`config.mk`:
```
export PLATFORM = sky130hd
export DESIGN_NAME = hazard_ctrl
export DESIGN_NICKNAME = d
export VERILOG_FILES = /design/src/rtl/hazard_ctrl_pkg.sv /design/src/rtl/hazard_ctrl_fwd_sel.sv /design/src/rtl/hazard_ctrl.sv
export SDC_FILE = /design/constraint.sdc
export NUM_CORES = 1
export LEC_CHECK = 0
export CAP_MARGIN = 5
export CORE_UTILIZATION = 45
export CTS_CLUSTER_DIAMETER = 80
export DETAILED_ROUTE_END_ITERATION = 8
export GPL_TIMING_DRIVEN = 0
export PLACE_DENSITY_LB_ADDON = 0.1
export SLEW_MARGIN = 20
export SYNTH_ARGS = -nofsm -noshare
export SYNTH_HDL_FRONTEND = slang
export SYNTH_SLANG_ARGS = --single-unit
```
`constraint.sdc`:
```
create_clock -name clk -period 4.44 [get_ports clk]
set_clock_uncertainty 0.05 [all_clocks]
set_input_delay 0.666 -clock clk [delete_from_list [all_inputs] [get_ports clk]]
set_output_delay 0.666 -clock clk [all_outputs]
set_load 0.05 [all_outputs]
```
`src/rtl/hazard_ctrl_pkg.sv`:
```
// rtl/hazard_ctrl_pkg.sv - shared Tuse/RES/forward codes and Tnew mapping for hazard_ctrl
package hazard_ctrl_pkg;

  typedef enum logic [1:0] {
    TUSE_0  = 2'd0,
    TUSE_1  = 2'd1,
    TUSE_2  = 2'd2,
    TUSE_NO = 2'd3
  } tuse_t;

  typedef enum logic [2:0] {
    RES_NO  = 3'd0,
    RES_ALU = 3'd1,
    RES_DM  = 3'd2,
    RES_PC  = 3'd3
  } res_t;

  typedef enum logic [1:0] {
    FWD_REG = 2'd0,
    FWD_E   = 2'd1,
    FWD_M   = 2'd2,
    FWD_W   = 2'd3
  } fwd_t;

  localparam logic [1:0] TNEW_NO  = 2'd0;
  localparam logic [1:0] TNEW_ALU = 2'd1;
  localparam logic [1:0] TNEW_DM  = 2'd2;
  localparam logic [1:0] TNEW_PC  = 2'd0;

  typedef struct packed {
    logic [4:0] rs;
    logic [4:0] rt;
    logic [4:0] a3;
    logic [1:0] tnew;
  } e_rec_t;

  typedef struct packed {
    logic [4:0] rt;
    logic [4:0] a3;
    logic [1:0] tnew;
  } m_rec_t;

  function automatic logic [1:0] tnew_of(input logic [2:0] res);
    case (res)
      RES_ALU: return TNEW_ALU;
      RES_DM:  return TNEW_DM;
      RES_PC:  return TNEW_PC;
      default: return TNEW_NO;
    endcase
  endfunction

  function automatic logic [1:0] tnew_dec(input logic [1:0] t);
    return (t == 2'd0) ? 2'd0 : t - 2'd1;
  endfunction

endpackage

```
`src/rtl/hazard_ctrl_fwd_sel.sv`:
```
// rtl/hazard_ctrl_fwd_sel.sv - one forwarding mux select, youngest matching stage wins
import hazard_ctrl_pkg::*;

module hz_fwd_sel (
  input  logic [4:0] src,
  input  logic       e_en,
  input  logic [4:0] e_a3,
  input  logic [1:0] e_tnew,
  input  logic       m_en,
  input  logic [4:0] m_a3,
  input  logic [1:0] m_tnew,
  input  logic [4:0] w_a3,
  output logic [1:0] sel
);

  // A match on a not-yet-ready stage blocks older stages; the stall covers it.
  always_comb begin
    sel = FWD_REG;
    if (src == 5'd0) begin
      sel = FWD_REG;
    end else if (e_en && e_a3 == src) begin
      sel = (e_tnew == 2'd0) ? FWD_E : FWD_REG;
    end else if (m_en && m_a3 == src) begin
      sel = (m_tnew == 2'd0) ? FWD_M : FWD_REG;
    end else if (w_a3 == src) begin
      sel = FWD_W;
    end
  end

endmodule

```
`src/rtl/hazard_ctrl.sv`:
```
// rtl/hazard_ctrl.sv - stall/forward controller for the 5-stage pipeline; md stall under HZ_MD_STALL_EN
import hazard_ctrl_pkg::*;

module hazard_ctrl #(
  parameter int unsigned MULT_CYC = 5,
  parameter int unsigned DIV_CYC  = 10
) (
  input  logic       clk,
  input  logic       reset,
  input  logic [1:0] d_tuse_rs,
  input  logic [1:0] d_tuse_rt,
  input  logic [4:0] d_rs,
  input  logic [4:0] d_rt,
  input  logic [2:0] d_res,
  input  logic [4:0] d_a3,
  input  logic       d_md_start,
  input  logic       d_md_div,
  input  logic       d_md_use,
  output logic       stall,
  output logic       e_clr,
  output logic [1:0] fwd_d_rs,
  output logic [1:0] fwd_d_rt,
  output logic [1:0] fwd_e_rs,
  output logic [1:0] fwd_e_rt,
  output logic       fwd_m_rt,
  output logic       md_busy
);

  localparam logic [3:0] MULT_LD = 4'(MULT_CYC);
  localparam logic [3:0] DIV_LD  = 4'(DIV_CYC);

  e_rec_t     e_q, e_d;
  m_rec_t     m_q;
  logic [4:0] w_a3_q;
  logic       stall_rs, stall_rt, stall_md;
  logic [1:0] m_rt_sel;

  always_comb begin
    stall_rs = (d_tuse_rs != TUSE_NO) && (d_rs != 5'd0) &&
               ((e_q.a3 == d_rs && e_q.tnew > d_tuse_rs) ||
                (m_q.a3 == d_rs && m_q.tnew > d_tuse_rs));
    stall_rt = (d_tuse_rt != TUSE_NO) && (d_rt != 5'd0) &&
               ((e_q.a3 == d_rt && e_q.tnew > d_tuse_rt) ||
                (m_q.a3 == d_rt && m_q.tnew > d_tuse_rt));
    stall    = stall_rs | stall_rt | stall_md;
    e_clr    = stall;
  end

  always_comb begin
    e_d = '0;
    if (!stall) begin
      e_d.rs   = d_rs;
      e_d.rt   = d_rt;
      e_d.a3   = (d_res == RES_NO) ? 5'd0 : d_a3;
      e_d.tnew = tnew_of(d_res);
    end
  end

  always_ff @(posedge clk or negedge reset) begin
    if (!reset) begin
      e_q    <= '0;
      m_q    <= '0;
      w_a3_q <= '0;
    end else begin
      e_q     <= e_d;
      m_q.rt   <= e_q.rt;
      m_q.a3   <= e_q.a3;
      m_q.tnew <= tnew_dec(e_q.tnew);
      w_a3_q  <= m_q.a3;
    end
  end

`ifdef HZ_MD_STALL_EN
  logic       e_md_q, e_div_q;
  logic [3:0] md_cnt_q;

  always_ff @(posedge clk or negedge reset) begin
    if (!reset) begin
      e_md_q   <= 1'b0;
      e_div_q  <= 1'b0;
      md_cnt_q <= 4'd0;
    end else begin
      e_md_q  <= !stall && d_md_start;
      e_div_q <= !stall && d_md_start && d_md_div;
      if (e_md_q)
        md_cnt_q <= e_div_q ? DIV_LD : MULT_LD;
      else if (md_cnt_q != 4'd0)
        md_cnt_q <= md_cnt_q - 4'd1;
    end
  end

  assign md_busy  = (md_cnt_q != 4'd0) || e_md_q;
  assign stall_md = d_md_use && md_busy;
`else
  logic unused_md;
  assign unused_md = ^{d_md_start, d_md_div, d_md_use, MULT_LD, DIV_LD};
  assign md_busy   = 1'b0;
  assign stall_md  = 1'b0;
`endif

  hz_fwd_sel u_fwd_d_rs (
    .src(d_rs), .e_en(1'b1), .e_a3(e_q.a3), .e_tnew(e_q.tnew),
    .m_en(1'b1), .m_a3(m_q.a3), .m_tnew(m_q.tnew), .w_a3(w_a3_q), .sel(fwd_d_rs)
  );

  hz_fwd_sel u_fwd_d_rt (
    .src(d_rt), .e_en(1'b1), .e_a3(e_q.a3), .e_tnew(e_q.tnew),
    .m_en(1'b1), .m_a3(m_q.a3), .m_tnew(m_q.tnew), .w_a3(w_a3_q), .sel(fwd_d_rt)
  );

  hz_fwd_sel u_fwd_e_rs (
    .src(e_q.rs), .e_en(1'b0), .e_a3(5'd0), .e_tnew(2'd0),
    .m_en(1'b1), .m_a3(m_q.a3), .m_tnew(m_q.tnew), .w_a3(w_a3_q), .sel(fwd_e_rs)
  );

  hz_fwd_sel u_fwd_e_rt (
    .src(e_q.rt), .e_en(1'b0), .e_a3(5'd0), .e_tnew(2'd0),
    .m_en(1'b1), .m_a3(m_q.a3), .m_tnew(m_q.tnew), .w_a3(w_a3_q), .sel(fwd_e_rt)
  );

  hz_fwd_sel u_fwd_m_rt (
    .src(m_q.rt), .e_en(1'b0), .e_a3(5'd0), .e_tnew(2'd0),
    .m_en(1'b0), .m_a3(5'd0), .m_tnew(2'd0), .w_a3(w_a3_q), .sel(m_rt_sel)
  );

  assign fwd_m_rt = (m_rt_sel == FWD_W);

endmodule
```
==> metrics.cfg, run 1 <==
[run_status]
status = completed

[worst_setup_path]
kind_of_critical_path = in2out
critPathLaunchType = input pin
critical_path.endpoint_type = output port
required_ps = 3720
arrival_worst_endpoint_ps = 3470
crit_fanout = 10

[sta]
final_hold_viol_count = 0
timing.fmax_ghz = 0.239
timing.final.setup_violations = 0
relSlewSlack = 0.516
layout_worst_path_cycle_share = 0.943
hold_slack_ps = 391
finalWorstPathRequiredPeriod_ps = 4190
final-max-slew-violation-count = 0
grt_setup_unrepaired = false
timing_worst_slew_pin_value_ps = 727
timing.final.ws_setup_ps = 252

[power]
cellLeakagePower_uw = 0.00112
intPower_uw = 539
clock_power_share = 0.304
share_comb_of_total_power = 0.233
power.sequential.fraction = 0.463
irDropWorstVdd_mv = 0.191
switchingPower_uw = 228
cellPowerDensity_nw_per_um2 = 302
netSwitchingFraction = 0.297
final_power_uw = 767

[final_layout]
syn_to_final_growth_pct = 24.6
drive_gt1_frac = 0.0823
final.fill_count = 393
ff_latch_area_um2 = 851
num-nets-final = 277
antenna-diode-count = 0
multi_input_area_um2 = 1100

[yosys]
synth_nets = 235
synth_top_cells_by_area = sky130_fd_sc_hd__dfrtp_1 42%, sky130_fd_sc_hd__xor2_1 14%, sky130_fd_sc_hd__xnor2_1 9.4%
yosys.area.top_type_share = 0.417
synth_area_um2 = 2040
async_flop_share = 1.00
ys_dominant_reg_cell = sky130_fd_sc_hd__dfrtp_1
netlist-cell-type-count = 31
syn_inst = 200
yosysWarningCount = 0
postSynthRegisterBits = 34
post_synth.cell_area_avg_um2 = 10.2
synth_largest_area_cell = sky130_fd_sc_hd__dfrtp_1
leading_cell_type_by_number_of_instances_after_synthesis = sky130_fd_sc_hd__dfrtp_1
seq_area_frac_synth = 0.417
synth_edf_count = 0
yosys-top-cells-count = 34 x sky130_fd_sc_hd__dfrtp_1, 32 x sky130_fd_sc_hd__xor2_1, 22 x sky130_fd_sc_hd__xnor2_1

[route]
wire_length_reported_by_the_detailed_router_mm = 4.20
route.detailed.vias_per_inst = 5.11
antenna_left = 0
vias = 1506
dr.first_iter.drc_count = 68
route.detailed.wl_per_inst_um = 14.3
drt_pre_antenna_iters = 4
route.detailed.drc = 0

[clocking]
numClockSinks = 34
worstSkewPairLatency_ps = 280
ctsHoldBuffers = 0
cts_htree_levels = 2
cts_inserted_buffers = 5
tritoncts_clock_tree = done
clkSlewWorstSetupHoldPaths_ps = 70
clk_root_buffer_cell = sky130_fd_sc_hd__clkbuf_8
cts-root-to-sink-buffers = 2

[run]
maxCapViolations = 0

[floorplan]
std_cell_rows = 24
io_pins = 39
die_x_um = 69.3
start_util = 0.469
chip_height_um = 69.3
floorplan.core_area_um2 = 4350
die_area_um2 = 4810

[global_routing]
antenna_found_initial = 0
met1_usage = 0.240
grt_pass1_vias = 1512
grt_first_pass_wirelength_mm = 7.31
grt_usage = 0.193
globalRouteMet3Util = 0.0436
global_route.usage.met2 = 0.346
grt_overflow = 0
grt_start_max_net_pins = 35
top_usage_layer = met2

[placed_design]
worst_case_setup_slack_after_placement_ps = -77.2
numPortBuffers = 34
globalplace.congestion = 0.808
hpwl_mm = 3.28

[worst_hold_path]
hold_path_class = in2async

power groups by stage:
stage | clock [uW] | sequential (uW) | combinational, uW
6_report | 233 | 355 | 178
5_1_grt | 258 | 357 | 198
4_1_cts | 241 | 355 | 180
3_5_place_dp | 0 | 361 | 180
3_3_place_gp | 0 | 361 | 177
2_1_floorplan | 0 | 354 | 119
per-stage QoR:
step                 util  std cells  setup TNS, ps  cell area [um^2]
floorplan               -        200              0              2040
global placement    0.562        286          -43.8              2450
detailed placement  0.561        286          -77.2              2440
CTS                 0.582        294              0              2530
global route        0.584        295              0              2540
finish              0.584        295              0              2540
placed cells by master, fill, tap and decap left out, types with 2 or more instances in the layout:
cell                              instances
sky130_fd_sc_hd__nand2_1                  2
sky130_fd_sc_hd__dfrtp_1                 34
sky130_fd_sc_hd__nor4_1                   5
sky130_fd_sc_hd__a21oi_1                  9
sky130_fd_sc_hd__o21ai_0                  2
sky130_fd_sc_hd__clkdlybuf4s50_1         32
sky130_fd_sc_hd__and2_1                  10
sky130_fd_sc_hd__nor3_1                  13
sky130_fd_sc_hd__nand3_1                  6
sky130_fd_sc_hd__clkbuf_1                 5
sky130_fd_sc_hd__a2111oi_2                3
sky130_fd_sc_hd__nand2b_1                 2
sky130_fd_sc_hd__buf_4                    3
sky130_fd_sc_hd__ha_1                     8
sky130_fd_sc_hd__nor2_1                   8
sky130_fd_sc_hd__xor2_1                  32
sky130_fd_sc_hd__inv_1                   11
sky130_fd_sc_hd__xnor2_1                 22
sky130_fd_sc_hd__clkbuf_8                 6
sky130_fd_sc_hd__and3_1                   9
sky130_fd_sc_hd__o211ai_1                 2
sky130_fd_sc_hd__or4_1                    4
per-layer routing:
layer | wire length, um | part of all wire
met5 | 0 | 0
met1 | 1960 | 0.47
met4 | 27 | 0.0064
met2 | 2100 | 0.50
met3 | 115 | 0.027
final timing paths:
check	from	endpoint	slack, ps	cells after the start
worst max-delay path	d_rs[2]	e_clr	250	9
worst min-delay path	reset	m_q[7]$_DFF_PN0_	390	1
worst max register to register	m_q[5]$_DFF_PN0_	e_q[4]$_DFF_PN0_	2270	7
worst min register to register	e_q[3]$_DFF_PN0_	m_q[3]$_DFF_PN0_	400	0
max in group asynchronous	reset	e_q[13]$_DFF_PN0_	3480	1
min in group clk	e_q[3]$_DFF_PN0_	m_q[3]$_DFF_PN0_	400	0
logic make-up (layout without fill, tap and decap cells):
| kind of cell | after synthesis | after routing | share of synthesized area |
|---|---|---|---|
| other | 1 | 1 | 0.00184 |
| AND/OR/NAND/NOR | 65 | 65 | 0.186 |
| AO/OA/AOI/OAI | 19 | 19 | 0.0723 |
| XOR/XNOR | 54 | 54 | 0.232 |
| adder cells (fa/ha/maj) | 8 | 8 | 0.0491 |
| flip-flops | 34 | 34 | 0.417 |
| buffers and inverters | 19 | 62 | 0.0423 |
what timing repair did:
action	CTS	global route
endpoints found under the setup margin	1	1
cloned	0	0
pin swaps	0	1
gates resized for setup	1	0
buffers inserted	0	1
area by class of cell:
type	instances	area share
tap	52	0.0256
timing repair buffer	35	0.134
inverter	11	0.0162
clock inverter	2	0.00492
sequential	34	0.335
buffer	8	0.0177
multi-input combinational	147	0.434
clock buffer	6	0.0325
sequential cells by signal (all words and copies together) (netlist names):
register and cells:
e_q 17, m_q 12, w_a3_q 5
worst max-delay path, cell delays in order:
cell and delay, ps:
sky130_fd_sc_hd__clkdlybuf4s50_1 550, sky130_fd_sc_hd__or4_1 540, sky130_fd_sc_hd__nor2_1 190, sky130_fd_sc_hd__a21o_1 150, sky130_fd_sc_hd__a2111oi_2 60, sky130_fd_sc_hd__nor4_4 370, sky130_fd_sc_hd__buf_6 180, sky130_fd_sc_hd__inv_1 50
sky130_fd_sc_hd__clkdlybuf4s50_1 690
(Power assumes the default switching activity.)
==> run 2, diff against run 1 <==
CELL_PAD_IN_SITES_DETAIL_PLACEMENT = 0   (was unset)
CELL_PAD_IN_SITES_GLOBAL_PLACEMENT = 1   (was unset)
CORE_MARGIN = 2   (was unset)
CORE_UTILIZATION = 43   (was 45)
SETUP_SLACK_MARGIN = 0.5   (was unset)
==> run 2 against run 1 <==
Effect of this change:
- final cell count increased by 1.0%
- die area increased by 11%
- count of clock-buffer cells in the layout is the same
- critical path type unchanged
- critical endpoint unchanged
==> metrics.cfg, run 2 (synthesis gave the netlist of run 1 again) <==
[placed_design]
placed_cells_incl_taps = 288
numPortBuffers = 34
globalplace.congestion = 0.752
worst_case_setup_slack_after_placement_ps = -90.0
hpwl_mm = 3.58

[clocking]
numClockSinks = 34
worstSkewPairLatency_ps = 290
cts_inserted_buffers = 5
cts-root-to-sink-buffers = 2
clk_root_buffer_cell = sky130_fd_sc_hd__clkbuf_8
tritoncts_clock_tree = done
clkSlewWorstSetupHoldPaths_ps = 70
cts_htree_levels = 2

[sta]
final-max-slew-violation-count = 0
timing.final.setup_violations = 0
relSlewSlack = 0.509
timing.fmax_ghz = 0.261
finalWorstPathRequiredPeriod_ps = 3830
timing.final.ws_setup_ps = 613
hold_slack_ps = 388
layout_worst_path_cycle_share = 0.862
timing_worst_slew_pin_value_ps = 736
final_hold_viol_count = 0
setup_total_negative_slack_ps = 0
grt_setup_unrepaired = false

[worst_setup_path]
critical_path_buf_inv_count = 4
kind_of_critical_path = in2out
crit_fanout = 10
rr_worst_depth = 8
critPathLaunchType = input pin
worst_path_largest_cell_delay_ps = 630
arrival_worst_endpoint_ps = 3110
crit_path_cell_trace = clkdlybuf4s50_1, or4_1, nor2_4, a21o_4, a2111oi_2, nor4_4, buf_6, inv_1, clkdlybuf4s15_2
critical-path-top-delay-family = simple AND/OR/NAND/NOR gates
critical_path_depth = 9
critical_path.endpoint_type = output port
required_ps = 3720
slowest_stage = sky130_fd_sc_hd__or4_1

[route]
route.detailed.drc = 0
wire_length_reported_by_the_detailed_router_mm = 4.64
dr.first_iter.drc_count = 41
antenna_left = 0
route.detailed.vias_per_inst = 5.30
route.detailed.wl_per_inst_um = 15.6
drt_pre_antenna_iters = 4
vias = 1580

[power]
final_power_uw = 774
cellLeakagePower_uw = 0.00114
cellPowerDensity_nw_per_um2 = 302
irDropWorstVdd_mv = 0.156

[floorplan]
chip_height_um = 72.9
floorplan.core_area_um2 = 4660
die_x_um = 72.9
io_pins = 39
die_area_um2 = 5310
std_cell_rows = 25
start_util = 0.438

[final_layout]
syn_to_final_growth_pct = 25.6
layout.cells.most_common = sky130_fd_sc_hd__dfrtp_1
largest_reg_flops = 17
finish.cell_count_without_fillers = 298
antenna-diode-count = 0
drive_gt1_frac = 0.0984
num-nets-final = 278
most_frequent_cells_in_the_layout = 34 x sky130_fd_sc_hd__dfrtp_1, 32 x sky130_fd_sc_hd__xor2_1, 29 x sky130_fd_sc_hd__clkdlybuf4s50_1
largestRegisters = e_q (17), m_q (12), w_a3_q (5)
register_with_the_most_flip_flops = e_q

[global_routing]
grt_overflow = 0
grt_pass1_vias = 1652
grt_first_pass_wirelength_mm = 7.79
grt_usage = 0.198
antenna_found_initial = 0
grt_start_max_net_pins = 35

[run_status]
status = completed

[run]
maxCapViolations = 0

[worst_hold_path]
hold_path_class = in2async

run 2: path summary, 6_finish.rpt:
| path | from | slack (ps) | end |
|---|---|---|---|
| setup reg to reg | m_q[4]$_DFF_PN0_ | 2050 | e_q[16]$_DFF_PN0_ |
| hold reg to reg | e_q[2]$_DFF_PN0_ | 400 | m_q[2]$_DFF_PN0_ |
| max in group asynchronous | reset | 3480 | e_q[3]$_DFF_PN0_ |
| hold / removal | reset | 390 | w_a3_q[3]$_DFF_PN0_ |
| min in group clk | e_q[2]$_DFF_PN0_ | 400 | m_q[2]$_DFF_PN0_ |
| setup / recovery | d_rt[1] | 610 | e_clr |
run 2: per-stage QoR:
step                       util  cell area (um^2)
after global routing      0.550              2560
after floorplan               -              2040
after detailed placement  0.524              2440
final                     0.550              2560
after CTS                 0.547              2550
after global placement    0.525              2450
run 2: layout make-up:
class	instances	area, um^2
fill	411	2100
multi-input combinational	147	1110
sequential	34	851
timing repair buffer	36	352
clock buffer	6	82.6
tap	54	67.6
buffer	8	45.0
inverter	11	41.3
clock inverter	2	12.5
run 2: what timing repair did:
action	in CTS	in global routing
hold buffers	0	0
endpoints found under the hold margin	0	0
setup endpoints to repair	2	3
buffers inserted	1	1
pin swaps	1	1
gates resized for setup	9	3
run 2: layer usage:
layer  vias to the layer above  global-route usage  routed length [um]
met2                        33               0.349                2490
met5                         -                   0                   0
met1                       773               0.233                1910
met4                         0              0.0782                 107
li1                        762                   -                   -
met3                        12              0.0428                 130
run 2: power by group:
part           internal (uW)  switching [uW]  total [uW]
sequential               331            25.3         356
clock                    124             111         235
combinational           84.4            97.7         182
total                    540             234         774
run 2: worst reg2reg max path: cells and delay by family, from the launching register on:
family                    cells  cell delay [ps]
AOI/OAI and AO/OA             1              510
xor gates and xnor gates      1              200
buffers and inverters         2              320
DFF                           1              490
and+or+nand+nor               4              730
